===== src/rtl/exc_redirect.sv =====
// Fetch-side exception/ERET redirect: flush, drain in-flight fetch responses, then steer the PC generator.
// Optional REDIRECT_PERF_EN adds event and stall counters.
module exc_redirect #(
    parameter logic [31:0] EXC_VECTOR      = 32'hBFC00380,
    parameter int          MAX_OUTSTANDING = 4
) (
    input  logic        clk,
    input  logic        resetn,
    input  logic        exc_oc,
    input  logic        wb_eret,
    input  logic [31:0] cp0_epc,
    input  logic        if_req_fire,
    input  logic        if_resp_fire,
    input  logic        if_redirect_ready,
    output logic        flush,
    output logic        discard_resp,
    output logic        req_block,
    output logic        redirect_valid,
    output logic [31:0] redirect_pc
`ifdef REDIRECT_PERF_EN
    ,
    output logic [31:0] perf_exc_cnt,
    output logic [31:0] perf_eret_cnt,
    output logic [31:0] perf_stall_cnt
`endif
);

    localparam int CNT_W = $clog2(MAX_OUTSTANDING + 1);
    localparam logic [CNT_W-1:0] CNT_MAX = CNT_W'(MAX_OUTSTANDING);

    typedef enum logic [1:0] {
        ST_IDLE,
        ST_DRAIN,
        ST_ISSUE
    } state_t;

    state_t            state_reg, state_next;
    logic [CNT_W-1:0]  outstanding_reg, outstanding_next;
    logic [31:0]       target_reg, target_next;
    logic              flush_reg;
    logic              evt;
    logic [31:0]       evt_target;

    assign evt        = exc_oc | wb_eret;
    assign evt_target = exc_oc ? EXC_VECTOR : cp0_epc;

    // A response with nothing outstanding is illegal; the count holds at zero.
    always_comb begin
        outstanding_next = outstanding_reg;
        if (if_req_fire && !if_resp_fire) begin
            outstanding_next = outstanding_reg + 1'b1;
        end else if (!if_req_fire && if_resp_fire && (outstanding_reg != '0)) begin
            outstanding_next = outstanding_reg - 1'b1;
        end
    end

    // An event in any state restarts the sequence from DRAIN, pre-empting a pending handshake.
    always_comb begin
        state_next  = state_reg;
        target_next = target_reg;
        if (evt) begin
            state_next  = ST_DRAIN;
            target_next = evt_target;
        end else begin
            case (state_reg)
                ST_IDLE:  state_next = ST_IDLE;
                ST_DRAIN: if (outstanding_next == '0) state_next = ST_ISSUE;
                ST_ISSUE: if (if_redirect_ready) state_next = ST_IDLE;
                default:  state_next = ST_IDLE;
            endcase
        end
    end

    always_ff @(posedge clk or negedge resetn) begin
        if (!resetn) begin
            state_reg       <= ST_IDLE;
            outstanding_reg <= '0;
            target_reg      <= '0;
            flush_reg       <= 1'b0;
        end else begin
            state_reg       <= state_next;
            outstanding_reg <= outstanding_next;
            target_reg      <= target_next;
            flush_reg       <= evt;
        end
    end

    assign flush          = flush_reg;
    assign discard_resp   = (state_reg == ST_DRAIN);
    assign redirect_valid = (state_reg == ST_ISSUE);
    assign redirect_pc    = redirect_valid ? target_reg : 32'h0;
    assign req_block      = (outstanding_reg >= CNT_MAX) || (state_reg != ST_IDLE);

`ifdef REDIRECT_PERF_EN
    always_ff @(posedge clk or negedge resetn) begin
        if (!resetn) begin
            perf_exc_cnt   <= '0;
            perf_eret_cnt  <= '0;
            perf_stall_cnt <= '0;
        end else begin
            if (exc_oc) perf_exc_cnt <= perf_exc_cnt + 32'd1;
            if (wb_eret && !exc_oc) perf_eret_cnt <= perf_eret_cnt + 32'd1;
            if (state_reg != ST_IDLE) perf_stall_cnt <= perf_stall_cnt + 32'd1;
        end
    end
`endif

endmodule


===== config.mk =====
export PLATFORM = sky130hd
export DESIGN_NAME = exc_redirect
export DESIGN_NICKNAME = d
export VERILOG_FILES = /design/src/rtl/exc_redirect.sv
export SDC_FILE = /design/constraint.sdc
export NUM_CORES = 1
export LEC_CHECK = 0
export ABC_AREA = 1
export CORE_MARGIN = 8
export CORE_UTILIZATION = 27
export CTS_BUF_LIST = sky130_fd_sc_hd__clkbuf_8 sky130_fd_sc_hd__clkbuf_16
export DETAILED_ROUTE_END_ITERATION = 12
export PLACE_DENSITY = 0.61
export SYNTH_ARGS = -nofsm -noshare
export SYNTH_HDL_FRONTEND = slang
export SYNTH_SLANG_ARGS = --single-unit

===== constraint.sdc =====
create_clock -name clk -period 1.68 [get_ports clk]
set_input_delay 0.252 -clock clk [delete_from_list [all_inputs] [get_ports clk]]
set_output_delay 0.252 -clock clk [all_outputs]
set_load 0.01 [all_outputs]

==> results.yml, run 1 <==
flow_run:
  maxCapViolations: 0
logic_synthesis:
  yosysSeqAreaShare_pct: 52.3
  yosys.area_share.adder_pct: 2.07
  synthCells: 224
  yosys-top-cells-count: "inv_1 (41), dfrtp_1 (38), nor2_1 (35)"
  synth_top_family_by_area: "simple AND/OR/NAND/NOR gates"
  synth_area_per_cell_um2: 8.11
  synth_compound_area_share_pct: 13.6
  synth_simple_gate_area_share_pct: 19.6
  synth_mux_area_share_pct: 0
  synth_top_area_share_pct: 52.3
  synth_seq_cells: 38
  synth_xor_area_share_pct: 0
  synth_edf_count: 0
  synth_nets: 266
  synthArstFlopShare_pct: 100
  yosys_warnings: 0
  synthTopCellsByArea: "dfrtp_1 (52%), inv_1 (8.5%), o21ai_0 (7.7%)"
  yosysMostFrequentCell: "inv_1"
  synth_area_leader_cell: "dfrtp_1"
  synth_area_mm2: 0.00182
  synth_top_flop_cell: "dfrtp_1"
  synth_cell_types: 19
worst_setup_path:
  cp-start-kind: "register"
  path_class: "register to primary output"
  path_cells: "inv_1, nor2_2, inv_2, buf_12, nor2_1, clkdlybuf4s15_1"
  max_stage_delay_ps: 360
  critPathLaunch: "state_reg[1]$_DFFE_PN0P_"
  r2r_start: "outstanding_reg[0]$_DFF_PN0_"
  cp_data_arrival_time_ps: 1370
  slowest_stage: "dfrtp_1"
  endpoint_kind: "primary output"
  worstPathRequired_ps: 1430
  cp_max_fo: 12
clock_network:
  cts_root_buf: "clkbuf_8"
  cts-htree-levels: 2
  cts_made_buffers: 5
  clock_latency_ps: 280
  clk_pin_slew_worst_paths_ps: 80
  clk_path_buf_depth: 2
  cts_tree: "yes"
  clock-sinks: 38
global_route:
  grt_overflow: 0
  grt_max_degree: 26
  grt_pass1_wl_mm: 8.64
  grt_antenna_before_repair: 0
  grt_pass1_vias: 1769
  grt_use_total_pct: 11.2
timing:
  hold_violations: 0
  tightest_slew_ps: 374
  skew_ps: 0.560
  fmax_mhz: 616
  final_max_slew_viol_count: 0
  post-route-period-util_pct: 96.6
  min_period_ps: 1620
  finalSetupViolations: 0
  slew_headroom_pct: 75.0
hold_path:
  hp-class: "input pin to async pin"
floorplanning:
  start_util_pct: 27.3
  die_height_um: 98.0
  rows: 30
  dieWidth_um: 98.0
  placeableCoreArea_mm2: 0.00664
  pin_count: 75
  die-area_mm2: 0.00961
cells_and_area:
  nets: 347
  fin_cells: 386
  final_layout_size_suffix_gt1_share_pct: 21.6
  largest_reg_flops: 32
  n_antenna_cell: 0
  area.growth.synth_to_final_pct: 47.2
  utilization_pct: 40.2
detailed_routing:
  via_per_inst: 4.26
  drt_iter0_markers: 64
  final_antenna_net_count: 0
  wire_per_inst_um: 13.2
  dr.pass1.iters: 4
  post-route-drc-count: 0
  via_count: 1643
  finalWirelength_mm: 5.10
pwr:
  total_power_uw: 2200
  power.leakage_uw: 0.00132
  p_per_area_mw_per_mm2: 822
  vdd_drop_max_mv: 0.369
placement:
  dp_cells: 376
  dp_hpwl_mm: 3.93
  portBuffers: 74
  gp_congestion: 0.715
outcome:
  status: "complete, no violations"
-- per-layer routing --
layer	part of all wire, %	track usage, %	vias to the layer above
li1	-	-	857
met1	45	13.3	735
met2	46	17.9	46
met3	8.6	4.84	5
met4	0.82	2.88	0
met5	0	0	-
-- path summary, 6_finish.rpt --
check / end / slack, ps / cells past startpoint
max: redirect_pc[25] / 60 / 6
min: target_reg[28]$_DFFE_PN0N_ / 440 / 2
max reg2reg: state_reg[0]$_DFFE_PN0P_ / 270 / 11
min reg2reg: target_reg[17]$_DFFE_PN0N_ / 520 / 2
max in group asynchronous: target_reg[17]$_DFFE_PN0N_ / 600 / 3
min in group clk: target_reg[17]$_DFFE_PN0N_ / 520 / 2
-- per-stage QoR --
step / hold slack [ps] / cell area (µm²) / TNS, ps / setup slack, ps
after floorplan: -43.6 / 1820 / 0 / 384
after global placement: 198 / 2700 / -14.1 / -14.1
after detailed placement: 196 / 2700 / -93.9 / -26.1
after CTS: 441 / 2770 / 0 / 3.55
after global routing: 472 / 2670 / -8.56 / -4.70
final: 442 / 2670 / 0 / 57.5
-- layout make-up --
| cell class | count | area, µm² |
|---|---|---|
| Fill cell | 669 | 3970 |
| Clock inverter | 2 | 12.5 |
| Sequential cell | 38 | 951 |
| Timing Repair Buffer | 87 | 716 |
| Inverter | 44 | 165 |
| Multi-Input combinational cell | 129 | 647 |
| Clock buffer | 6 | 82.6 |
| Tap cell | 80 | 100 |
-- placed cells by master (no fill, tap or decap), drive strengths merged --
cell type      count
inv               44
dfrtp             38
clkdlybuf4s50     38
nor2              38
o21ai             34
clkbuf            32
nand3             25
buf               16
a21oi             13
nand2             13
ha                 3
clkdlybuf4s15      3
dlygate4sd2        2
nand4              1
o211ai             1
nor3               1
clkinvlp           1
clkinv             1
dlygate4sd3        1
dlymetal6s2s       1
-- logic make-up (layout without fill, tap and decap cells) --
group,Yosys count,after routing
AND/OR/NAND/NOR,78,78
buffers and inverters,57,139
AO/OA/AOI/OAI,48,48
flip-flops,38,38
adder cells (fa/ha/maj),3,3
-- where the power goes --
part	leakage, µW	switching [µW]	total, µW	internal [µW]
sequential	0.000460	33.5	1030	1000
clock	0.0000472	323	653	330
combinational	0.000808	285	510	225
-- what timing repair did --
item,CTS,global route
pin swaps,0,0
gates resized for setup,43,59
hold endpoints to repair,16,0
setup endpoints to repair,35,33
setup buffers,0,1
hold buffers,1,0
-- critical path, delay by kind of cell (launching register included) --
family                 cells  cell delay [ps]
buffers and inverters      4              520
flip-flops                 1              360
AND/OR/NAND/NOR            2              200
(Power assumes the default switching activity.)
==> run 2: changes to the inputs <==
--- a/config.mk
+++ b/config.mk
@@ -7,10 +7,10 @@
 export LEC_CHECK = 0
 export ABC_AREA = 1
 export CORE_MARGIN = 8
-export CORE_UTILIZATION = 27
+export CORE_UTILIZATION = 43
 export CTS_BUF_LIST = sky130_fd_sc_hd__clkbuf_8 sky130_fd_sc_hd__clkbuf_16
 export DETAILED_ROUTE_END_ITERATION = 12
-export PLACE_DENSITY = 0.61
+export PLACE_DENSITY = 0.86
 export SYNTH_ARGS = -nofsm -noshare
 export SYNTH_HDL_FRONTEND = slang
 export SYNTH_SLANG_ARGS = --single-unit
==> run 2 against run 1 <==
Against the previous run: non-clock buffer count unchanged; fmax hardly changed; cell area is 2.8% lower; sequential power is essentially flat; largest cell class unchanged; largest power group unchanged; highest routed layer unchanged.
==> results.yml, run 2 (synthesis gave the netlist of run 1 again) <==
pwr:
  switching_share_pct: 29.1
  vdd_drop_max_mv: 0.505
  intPower_uw: 1500
  p_per_area_mw_per_mm2: 816
  p_sw_uw: 618
  combPwrFrac_pct: 24.3
  clock_power_share_pct: 26.9
  power_frac_seq_pct: 48.7
  power.leakage_uw: 0.00131
worst_setup_path:
  worstPathRequired_ps: 1430
  max_stage_delay_ps: 360
  cp_data_arrival_time_ps: 1370
  slowest_stage: "dfrtp_1"
  path_class: "register to primary output"
  cp_top_family: "buffers and inverters"
  path_buf_inv: 4
  endpoint_kind: "primary output"
  cp_max_fo: 10
  cp-start-kind: "register"
  path_cells: "inv_1, nor2_2, inv_2, buf_4, nor2_1, clkbuf_2"
clock_network:
  cts-htree-levels: 2
  cts_root_buf: "clkbuf_8"
  clock_latency_ps: 280
  clock-sinks: 38
  cts_made_buffers: 5
  cts_tree: "yes"
  clk_pin_slew_worst_paths_ps: 70
  clk_path_buf_depth: 2
timing:
  rsz0062_at_grt: "no"
  finalSetupViolations: 0
  tns_ps: 0
  fin_ws_ps: 56.2
  fmax_mhz: 616
  slew_headroom_pct: 57.6
  skew_ps: 0.529
  hold-worst-slack_ps: 454
  tightest_slew_ps: 636
  post-route-period-util_pct: 96.7
  final_max_slew_viol_count: 0
  min_period_ps: 1620
  hold_violations: 0
flow_run:
  maxCapViolations: 0
cells_and_area:
  nets: 347
  final_layout_size_suffix_gt1_share_pct: 20.7
  largest_reg_flops: 32
  area.growth.synth_to_final_pct: 43.1
  final_common_cell: "inv_1"
  n_antenna_cell: 0
  fill_cells: 379
  final_cell_mix: "inv_1 (41), clkdlybuf4s50_1 (39), dfrtp_1 (38), nor2_1 (34), o21ai_0 (28)"
detailed_routing:
  via_count: 1697
  finalWirelength_mm: 5.14
  via_per_inst: 4.78
  wire_per_inst_um: 14.5
  drt_iter0_markers: 76
  final_antenna_net_count: 0
  dr.pass1.iters: 4
  post-route-drc-count: 0
global_route:
  grt_max_degree: 23
  grt_overflow: 0
  grt_use_total_pct: 15.9
  grt_antenna_before_repair: 0
  grt_pass1_wl_mm: 8.22
  grt_pass1_vias: 1827
floorplanning:
  placeableCoreArea_mm2: 0.00403
  dieWidth_um: 81
  pin_count: 75
  die-area_mm2: 0.00656
  die_height_um: 81
  rows: 23
  start_util_pct: 45.1
placement:
  portBuffers: 74
  dp_hpwl_mm: 3.98
  gp_congestion: 0.818
  post-place-ws_ps: -36.3
hold_path:
  hp-class: "input pin to async pin"
outcome:
  status: "complete, no violations"
==> run 2: cell count changes in the layout (fill, tap and decap cells not counted), sizes merged <==
cell           before  now
clkdlybuf4s15       3    0
clkinvlp            1    0
clkdlybuf4s50      38   39
buf                16   15
dlygate4sd2         2    4
clkinv              1    2
==> run 2: final timing paths <==
path / slack [ps] / end / cells after the start / startpoint
max in group asynchronous: 760 / target_reg[10]$_DFFE_PN0N_ / 3 / resetn
worst min register to register: 520 / target_reg[16]$_DFFE_PN0N_ / 2 / target_reg[16]$_DFFE_PN0N_
min in group clk: 520 / target_reg[16]$_DFFE_PN0N_ / 2 / target_reg[16]$_DFFE_PN0N_
worst min-delay path: 450 / target_reg[31]$_DFFE_PN0N_ / 2 / resetn
worst max register to register: 260 / state_reg[0]$_DFFE_PN0P_ / 10 / outstanding_reg[0]$_DFF_PN0_
worst max-delay path: 60 / redirect_pc[28] / 6 / state_reg[1]$_DFFE_PN0P_
==> run 2: final cells by class <==
cell class	instances	area, µm²	share of cell area, %
repair buffers	87	701	26.9
well taps	50	62.6	2.41
multi-input cells	129	642	24.7
flip-flops and latches	38	951	36.6
clock buffers	5	68.8	2.65
clock inverters	2	10.0	0.385
inverters	44	165	6.35
==> run 2: power groups by stage <==
| stage | Clock [µW] | Combinational, µW | Sequential (µW) |
|---|---|---|---|
| finish | 571 | 517 | 1030 |
| global route | 623 | 583 | 1040 |
| CTS | 582 | 523 | 1030 |
| detailed placement | 0 | 526 | 1050 |
| global placement | 0 | 507 | 1050 |
| floorplan | 0 | 303 | 1040 |
==> run 2: metrics by stage <==
stage          instances  cell area, µm²  total power [µW]  utilization [%]
3_3_place_gp         346            2650              1550             65.7
3_5_place_dp         346            2650              1580             65.7
2_1_floorplan        224            1820              1350                -
5_1_grt              355            2600              2250             64.5
6_report             355            2600              2120             64.5
4_1_cts              354            2720              2140             67.4
==> run 2: repair_timing <==
item,in CTS,in global routing
buffers inserted,0,1
hold buffers,1,0
hold endpoints to repair,18,0
resized for setup,47,48
endpoints found under the setup margin,33,29
pin swaps,0,0
==> run 2: metal layers <==
layer | up-vias | GRT usage [%] | wire length [µm]
li1 | 855 | - | -
met1 | 783 | 17.4 | 2110
met2 | 52 | 28.2 | 2610
met3 | 7 | 5.41 | 362
met4 | 0 | 4.82 | 55
met5 | - | 0 | 0
